$ cat config.mk
export PLATFORM = sky130hd
export DESIGN_NAME = stream_mux_n
export DESIGN_NICKNAME = d
export VERILOG_FILES = /design/src/rtl/stream_mux_n.sv
export SDC_FILE = /design/constraint.sdc
export NUM_CORES = 1
export LEC_CHECK = 0
export BUFFER_PORTS_ARGS = -buffer_cell sky130_fd_sc_hd__buf_2
export CAP_MARGIN = 10
export CORE_MARGIN = 2
export CORE_UTILIZATION = 42
export DETAILED_ROUTE_END_ITERATION = 7
export MAX_ROUTING_LAYER = met4
export PLACE_DENSITY = 0.81
export SLEW_MARGIN = 20
export SYNTH_ARGS = -nofsm -noshare
export SYNTH_HDL_FRONTEND = slang
export SYNTH_SLANG_ARGS = --single-unit
$ cat constraint.sdc
create_clock -name clk -period 2.45 [get_ports clk]
set_input_delay 0.1225 -clock clk [delete_from_list [all_inputs] [get_ports clk]]
set_output_delay 0.1225 -clock clk [all_outputs]
set_load 0.1 [all_outputs]
$ cat src/rtl/stream_mux_n.sv
// ---------------------------------------------------------------------------
// stream_mux_n
//
// Purpose:
//   N-input, WIDTH-bit stream multiplexer with valid/ready handshaking and a
//   one-entry registered output stage. The source channel is picked either by
//   an explicit select (fixed mode) or by round-robin arbitration. A select
//   that points past the last channel is flagged with a sticky error bit.
//
// Optional feature:
//   STREAM_MUX_CNT_EN - when defined, adds the xfer_cnt output, a saturating
//                       count of accepted output transfers.
//
// Ports:
//   clk       in   rising-edge clock
//   rst_n     in   asynchronous active-low reset
//   in_data   in   N_IN*WIDTH, channel i at [i*WIDTH +: WIDTH]
//   in_valid  in   N_IN per-channel valid
//   in_ready  out  N_IN per-channel ready (combinational, one-hot or zero)
//   mode      in   0 = fixed select, 1 = round-robin
//   select    in   SEL_W channel index used in fixed mode
//   out_data  out  WIDTH registered output word
//   out_chan  out  SEL_W channel the output word came from
//   out_valid out  output register holds a word
//   out_ready in   downstream accepts the output word
//   err_clr   in   clears err_sel (a new error in the same cycle wins)
//   err_sel   out  sticky out-of-range select flag
//   xfer_cnt  out  16-bit accepted-transfer count (STREAM_MUX_CNT_EN only)
// ---------------------------------------------------------------------------
module stream_mux_n #(
    parameter int WIDTH = 16,
    parameter int N_IN  = 4,
    parameter int SEL_W = (N_IN > 1) ? $clog2(N_IN) : 1
) (
    input  logic                    clk,
    input  logic                    rst_n,
    input  logic [N_IN*WIDTH-1:0]   in_data,
    input  logic [N_IN-1:0]         in_valid,
    output logic [N_IN-1:0]         in_ready,
    input  logic                    mode,
    input  logic [SEL_W-1:0]        select,
    output logic [WIDTH-1:0]        out_data,
    output logic [SEL_W-1:0]        out_chan,
    output logic                    out_valid,
    input  logic                    out_ready,
    input  logic                    err_clr,
`ifdef STREAM_MUX_CNT_EN
    output logic                    err_sel,
    output logic [15:0]             xfer_cnt
`else
    output logic                    err_sel
`endif
);

    logic [WIDTH-1:0]  r_out_data;
    logic [SEL_W-1:0]  r_out_chan;
    logic              r_out_valid;
    logic [SEL_W-1:0]  r_rr_ptr;
    logic              r_err_sel;

    logic              w_load_en;
    logic              w_grant_valid;
    logic [SEL_W-1:0]  w_grant;
    logic [SEL_W-1:0]  w_idx;
    logic              w_sel_err;
    logic              w_xfer;
    logic [N_IN-1:0]   w_in_ready;

    // The output register can take a new word when it is empty or its
    // current word leaves this cycle.
    assign w_load_en = !r_out_valid || out_ready;

    // Arbitration. Round-robin starts one past the last granted channel so
    // that a channel which just won gets the lowest priority next time.
    always_comb begin
        w_grant_valid = 1'b0;
        w_grant       = '0;
        w_idx         = '0;
        w_sel_err     = 1'b0;
        if (!mode) begin
            if ({1'b0, select} >= (SEL_W+1)'(N_IN)) begin
                w_sel_err = 1'b1;
            end else if (in_valid[select]) begin
                w_grant_valid = 1'b1;
                w_grant       = select;
            end
        end else begin
            for (int k = 1; k <= N_IN; k++) begin
                w_idx = SEL_W'((int'(r_rr_ptr) + k) % N_IN);
                if (!w_grant_valid && in_valid[w_idx]) begin
                    w_grant_valid = 1'b1;
                    w_grant       = w_idx;
                end
            end
        end
    end

    // Ready goes only to the granted channel, and only when the output
    // register can take its word.
    always_comb begin
        w_in_ready = '0;
        if (w_load_en && w_grant_valid) begin
            w_in_ready[w_grant] = 1'b1;
        end
    end

    // A grant always implies the granted channel is valid, so a grant with
    // load_en is an input-side transfer.
    assign w_xfer = w_load_en && w_grant_valid;

    // Output stage and round-robin pointer. A new word overwrites an
    // accepted one in the same cycle, so streaming has no bubbles.
    always_ff @(posedge clk or negedge rst_n) begin
        if (!rst_n) begin
            r_out_data  <= '0;
            r_out_chan  <= '0;
            r_out_valid <= 1'b0;
            r_rr_ptr    <= SEL_W'(N_IN - 1);
        end else begin
            if (w_xfer) begin
                r_out_data  <= in_data[int'(w_grant)*WIDTH +: WIDTH];
                r_out_chan  <= w_grant;
                r_out_valid <= 1'b1;
                if (mode) begin
                    r_rr_ptr <= w_grant;
                end
            end else if (r_out_valid && out_ready) begin
                r_out_valid <= 1'b0;
            end
        end
    end

    // Sticky select error; a fresh error outranks a clear.
    always_ff @(posedge clk or negedge rst_n) begin
        if (!rst_n) begin
            r_err_sel <= 1'b0;
        end else if (w_sel_err) begin
            r_err_sel <= 1'b1;
        end else if (err_clr) begin
            r_err_sel <= 1'b0;
        end
    end

`ifdef STREAM_MUX_CNT_EN
    logic [15:0] r_xfer_cnt;

    // Accepted output transfers, saturating at all-ones.
    always_ff @(posedge clk or negedge rst_n) begin
        if (!rst_n) begin
            r_xfer_cnt <= '0;
        end else if (r_out_valid && out_ready && (r_xfer_cnt != 16'hFFFF)) begin
            r_xfer_cnt <= r_xfer_cnt + 16'd1;
        end
    end

    assign xfer_cnt = r_xfer_cnt;
`endif

    assign in_ready  = w_in_ready;
    assign out_data  = r_out_data;
    assign out_chan  = r_out_chan;
    assign out_valid = r_out_valid;
    assign err_sel   = r_err_sel;

endmodule

# After elaboration in Yosys (flattened, before gate mapping)
# Cells that the tools add are included.
dict set report totals {
  register_bits 21
  latchBits 0
  ramBits 0
  mem_bits_ro 0
  in_bits 75
  out_inout_bits 24
  elab_cells 59
  memories 0
}
dict set report op_classes {
  n_addsub 4
  n_mul 0
  div 0
  order_cmp 7
  eq_ne 0
  n_shift 1
  mux 30
  n_bitwise 0
  reduce_logical 13
}
# op count
set op_table {}
lappend op_table {{variable part select 64 x 7 -> 16 bit} 1}
lappend op_table {{less-than comparator 2 x 3 -> 1 bit (second input constant)} 6}
lappend op_table {{2-to-1 mux 1 bit} 17}
lappend op_table {{2-to-1 mux 2 bit} 6}
lappend op_table {{binary-select mux 1 bit (select 2 bit)} 5}
lappend op_table {{logical AND 1 bit} 6}
lappend op_table {{adder 2 x 1 -> 2 bit (second input constant)} 2}
lappend op_table {{adder 2 bit (second input constant)} 2}
lappend op_table {{logical NOT 1 bit} 4}
lappend op_table {{2-to-1 mux 4 bit} 1}
lappend op_table {{demux 1 bit (select 2 bit)} 1}
lappend op_table {{>= comparator 2 x 1 -> 1 bit (second input constant)} 1}
lappend op_table {{AND reduction 2 bit} 1}
lappend op_table {{nonzero test 2 bit} 1}
lappend op_table {{logical OR 1 bit} 1}

# Logic depth before layout (Yosys ltp)
dict set report depth {
  ltp_word 22
  mapped_depth 8
  depth_no_buf 6
}

# Worst setup path after synthesis
# No wires, ideal clock.
dict set report synth_timing {
  path_kind {reg2out}
  start {reg r_rr_ptr[1]}
  end {out in_ready[1]}
  arrival_time_ns 2.723
  required_ns 2.328
  setup_slack_ns -0.396
  stages_incl_launch_ff 7
  n_path_buf 2
  cell_sequence {dfstp_2 mux2_1 o32ai_1 o31ai_2 buf_6 buf_2 nor2_1}
}
dict set report synth_between {
  elab_chain_len 22
  word_cells_on_any_way 38
  cone_classes {4 x add/sub; 2 x order compare; 24 x mux; 8 x reduce/logical}
}
# element line
set synth_rtl {}
lappend synth_rtl {{start: declaration} 58} ;# logic [SEL_W-1:0] r_rr_ptr;
lappend synth_rtl {{start signal: assignment} 118} ;# r_rr_ptr <= SEL_W'(N_IN - 1);
lappend synth_rtl {{start signal: assignment} 125} ;# r_rr_ptr <= w_grant;
lappend synth_rtl {{adder 2 x 1 -> 2 bit} 89} ;# w_idx = SEL_W'((int'(r_rr_ptr) + k) % N_IN);
lappend synth_rtl {{binary-select mux 1 bit (select 2 bit)} 90} ;# if (!w_grant_valid && in_valid[w_idx]) begin
lappend synth_rtl {{2-to-1 mux 1 bit (not written as such)} 90}
lappend synth_rtl {{2-to-1 mux 1 bit} 90}
lappend synth_rtl {{2-to-1 mux 1 bit} 80} ;# if (!mode) begin
lappend synth_rtl {{logical NOT 1 bit} 90}
lappend synth_rtl {{logical AND 1 bit} 90}
lappend synth_rtl {{2-to-1 mux 1 bit} 90}
lappend synth_rtl {{[... 6 more ...]} -}
lappend synth_rtl {{logical AND 1 bit} 90}
lappend synth_rtl {{2-to-1 mux 2 bit} 90}
lappend synth_rtl {{2-to-1 mux 2 bit} 80}
lappend synth_rtl {{less-than comparator 2 x 3 -> 1 bit (not written as such) / >= comparator 2 x 1 -> 1 bit (equally long branches)} 103} ;# w_in_ready[w_grant] = 1'b1;
lappend synth_rtl {{logical AND 1 bit (not written as such)} 103}
lappend synth_rtl {{2-to-1 mux 1 bit (not written as such)} 103}
lappend synth_rtl {{demux 1 bit (select 2 bit)} 103}
lappend synth_rtl {{2-to-1 mux 4 bit *} 102} ;# if (w_load_en && w_grant_valid) begin
lappend synth_rtl {{end: declaration} 39} ;# output logic [N_IN-1:0] in_ready,
# Every way passes the cells marked *; elsewhere a longest branch is shown, timed or not. The select of a mux whose other input is x is not followed.

# Worst setup path in the final report
dict set report layout_timing {
  start {reg r_rr_ptr[0]}
  end {out in_ready[3]}
}
# The elaborated chain is that of the path after synthesis.

==> metrics.cfg <==
[grt]
grt_overflow=0
grt_usage=0.2189
first_global_vias=1602
antenna_found_initial=0
grt_pass1_wl_um=6913
grt_max_degree=37

[run_status]
status=finished, final reports clean

[clock_tree]
cts_tree=yes
clk_pin_slew_ns=0.11
clock-sinks=21
root_buffer=clkbuf_4
clk-insertion-delay-late_ns=0.30
tritoncts.num_buffers=3
cts-htree-levels=1
clk_path_buf_depth=2

[pwr]
seq_power_share=0.258
power_frac_comb=0.657
report.power.total_mw=1.947
switching_share=0.5953
leakagePower_nw=1.014
p_switching_mw=1.159
power_frac_clock=0.085
vdd_ir_drop_max_uv=565.3
p_int_mw=0.7880
power_density_mw_per_mm2=941.4

[worst_setup_path]
endpoint_kind=primary output
ff2ff_path_depth=6
crit_type=register to primary output
required_ns=2.33
r2r_end=out_data[5]$_DFFE_PN0P_
worst-r2r-setup-slack_ns=0.43
cp-start-kind=register
r2r_start=r_rr_ptr[0]$_DFFE_PN1P_
worstPathArrival_ns=2.22
crit_fanout=13

[finish]
post-route-util=0.6198
final_cell_mix=buf_2, a21oi_1, nand2_1
drive_gt1_frac=0.4960
final_nets=328
final_area_mm2=0.002068
areaGrowthSynthToFinish_pct=41.04
diodes=0
fin_cells=298
final_common_cell=buf_2

[drt]
drt-initial-drc-count=73
vias=1575
drc=0
drt_pass1_iterations=4
wire_per_inst_um=13.81
postRouteAntennaNets=0
wirelength_um=4114
vias_per_cell=5.285

[timing]
finalHoldViolations=0
whs_ns=0.03756
slew_headroom=0.4688
fin_skew_ns=0.002460
timing.fmax_ghz=0.4265
drv_slew=0
fin_crit_sh=0.9569
finalCriticalPeriod_ns=2.344
tightest_slew_ns=0.7960
setup_viol=0

[logic_synthesis]
synth-seq-cells=21
syn_inst=156
syn-cell-area_mm2=0.001466
ys.warnings.count=0
ys_seq_area_frac=0.3601
syn_area_per_cell_um2=9.400
synth_cell_types=33
synth.net_count=231

[floorplan]
initial_core_util=0.4394
fp.dieH_um=63.09
std_cell_rows=21
die_w_um=63.09
coreArea_mm2=0.003337
num_io_pins=99
die_area_mm2=0.003980

[place]
dpl_cell_area_mm2=0.002013
dpl.cell_count=292
dp_hpwl_um=3131
portBuffers=96
gp_congestion=0.7558

[min_path]
worstHoldEndpoint=out_data[14]$_DFFE_PN0P_
hold_class=input pin to register
whs_path_depth=3
hp-start=in_data[30]

[flow_run]
drv_cap=0

[how the worst max path moves through the flow]
stage | start | to | slack, ns | cells past startpoint
finish | r_rr_ptr[0]$_DFFE_PN1P_ | in_ready[3] | 0.11 | 5
CTS | r_rr_ptr[1]$_DFFE_PN1P_ | in_ready[1] | 0.05 | 6
global placement | r_rr_ptr[1]$_DFFE_PN1P_ | in_ready[3] | 0.38 | 5
floorplan | r_rr_ptr[1]$_DFFE_PN1P_ | in_ready[3] | 0.008 | 6
global route | r_rr_ptr[0]$_DFFE_PN1P_ | in_ready[3] | -0.0003 | 5
detailed placement | r_rr_ptr[1]$_DFFE_PN1P_ | in_ready[3] | 0.33 | 5
[power groups by stage]
| stage | combinational [mW] | sequential (mW) | clock (mW) |
|---|---|---|---|
| detailed placement | 1.27 | 0.507 | 0 |
| floorplan | 0.373 | 1.16 | 0 |
| finish | 1.28 | 0.503 | 0.165 |
| global placement | 1.26 | 0.505 | 0 |
| CTS | 1.28 | 0.501 | 0.172 |
| global route | 1.34 | 0.516 | 0.186 |
[layout make-up]
type | instances | area, µm²
fillers | 310 | 1269
inverters | 3 | 11.26
clock buffers | 4 | 26.28
repair buffers | 102 | 576.8
multi-input cells | 122 | 868.3
well taps | 46 | 57.56
flip-flops and latches | 21 | 528.0
[critical path, stage by stage, from the launching register on]
cell and delay (ns):
dfstp_2 0.61, o22ai_1 0.11, a221o_1 0.40, a21oi_4 0.37, and2_1 0.25, buf_12 0.19
[sequential cells by signal, indices dropped and copies added (netlist names)]
| register | count |
|---|---|
| out_data | 16 |
| out_chan | 2 |
| out_valid | 1 |
| r_rr_ptr | 2 |
[what timing repair did]
item                                   in CTS  in global routing
setup buffers                               1                  0
endpoints found under the hold margin      19                  0
pin swaps                                   1                  0
hold buffers                                1                  0
setup endpoints to repair                   1                  4
resized for setup                           0                  2
[cells in the mapped netlist (all sizes together)]
cell type	count	share of area
a21oi	35	0.15
nand2	21	0.054
dfrtp	19	0.32
mux2i	18	0.12
o2bb2ai	16	0.096
buf	10	0.055
nand2b	6	0.026
nor2	5	0.015
o21ai	4	0.014
inv	3	0.0077
and2	2	0.0085
dfstp	2	0.036
mux2	2	0.015
nand3	2	0.010
nor2b	2	0.0085
o31ai	2	0.014
a221o	1	0.0068
a22o	1	0.0060
conb	1	0.0026
o22ai	1	0.0043
o31a	1	0.0060
o32ai	1	0.0060
o41ai	1	0.011
[logic make-up after synthesis]
| kind of cell | synth area share |
|---|---|
| compound gates | 0.3157 |
| flops | 0.3601 |
| simple gates | 0.1212 |
| buf+inv | 0.06229 |
| other cells | 0.002557 |
| mux | 0.1382 |
[metrics by stage]
step,worst slack (ns),TNS [ns]
floorplan,0.008071,0
global placement,0.3830,0
detailed placement,0.3275,0
CTS,0.04943,0
global route,-0.0003137,-0.0003137
finish,0.1056,0
[metal layers]
layer	part of all wire	up-vias	GRT usage
met1	0.39	753	0.2347
li1	-	764	-
met5	0	-	-
met4	0.012	0	0.05833
met2	0.55	52	0.4162
met3	0.045	6	0.03214
Note: power is estimated with default switching activity, not from simulation.
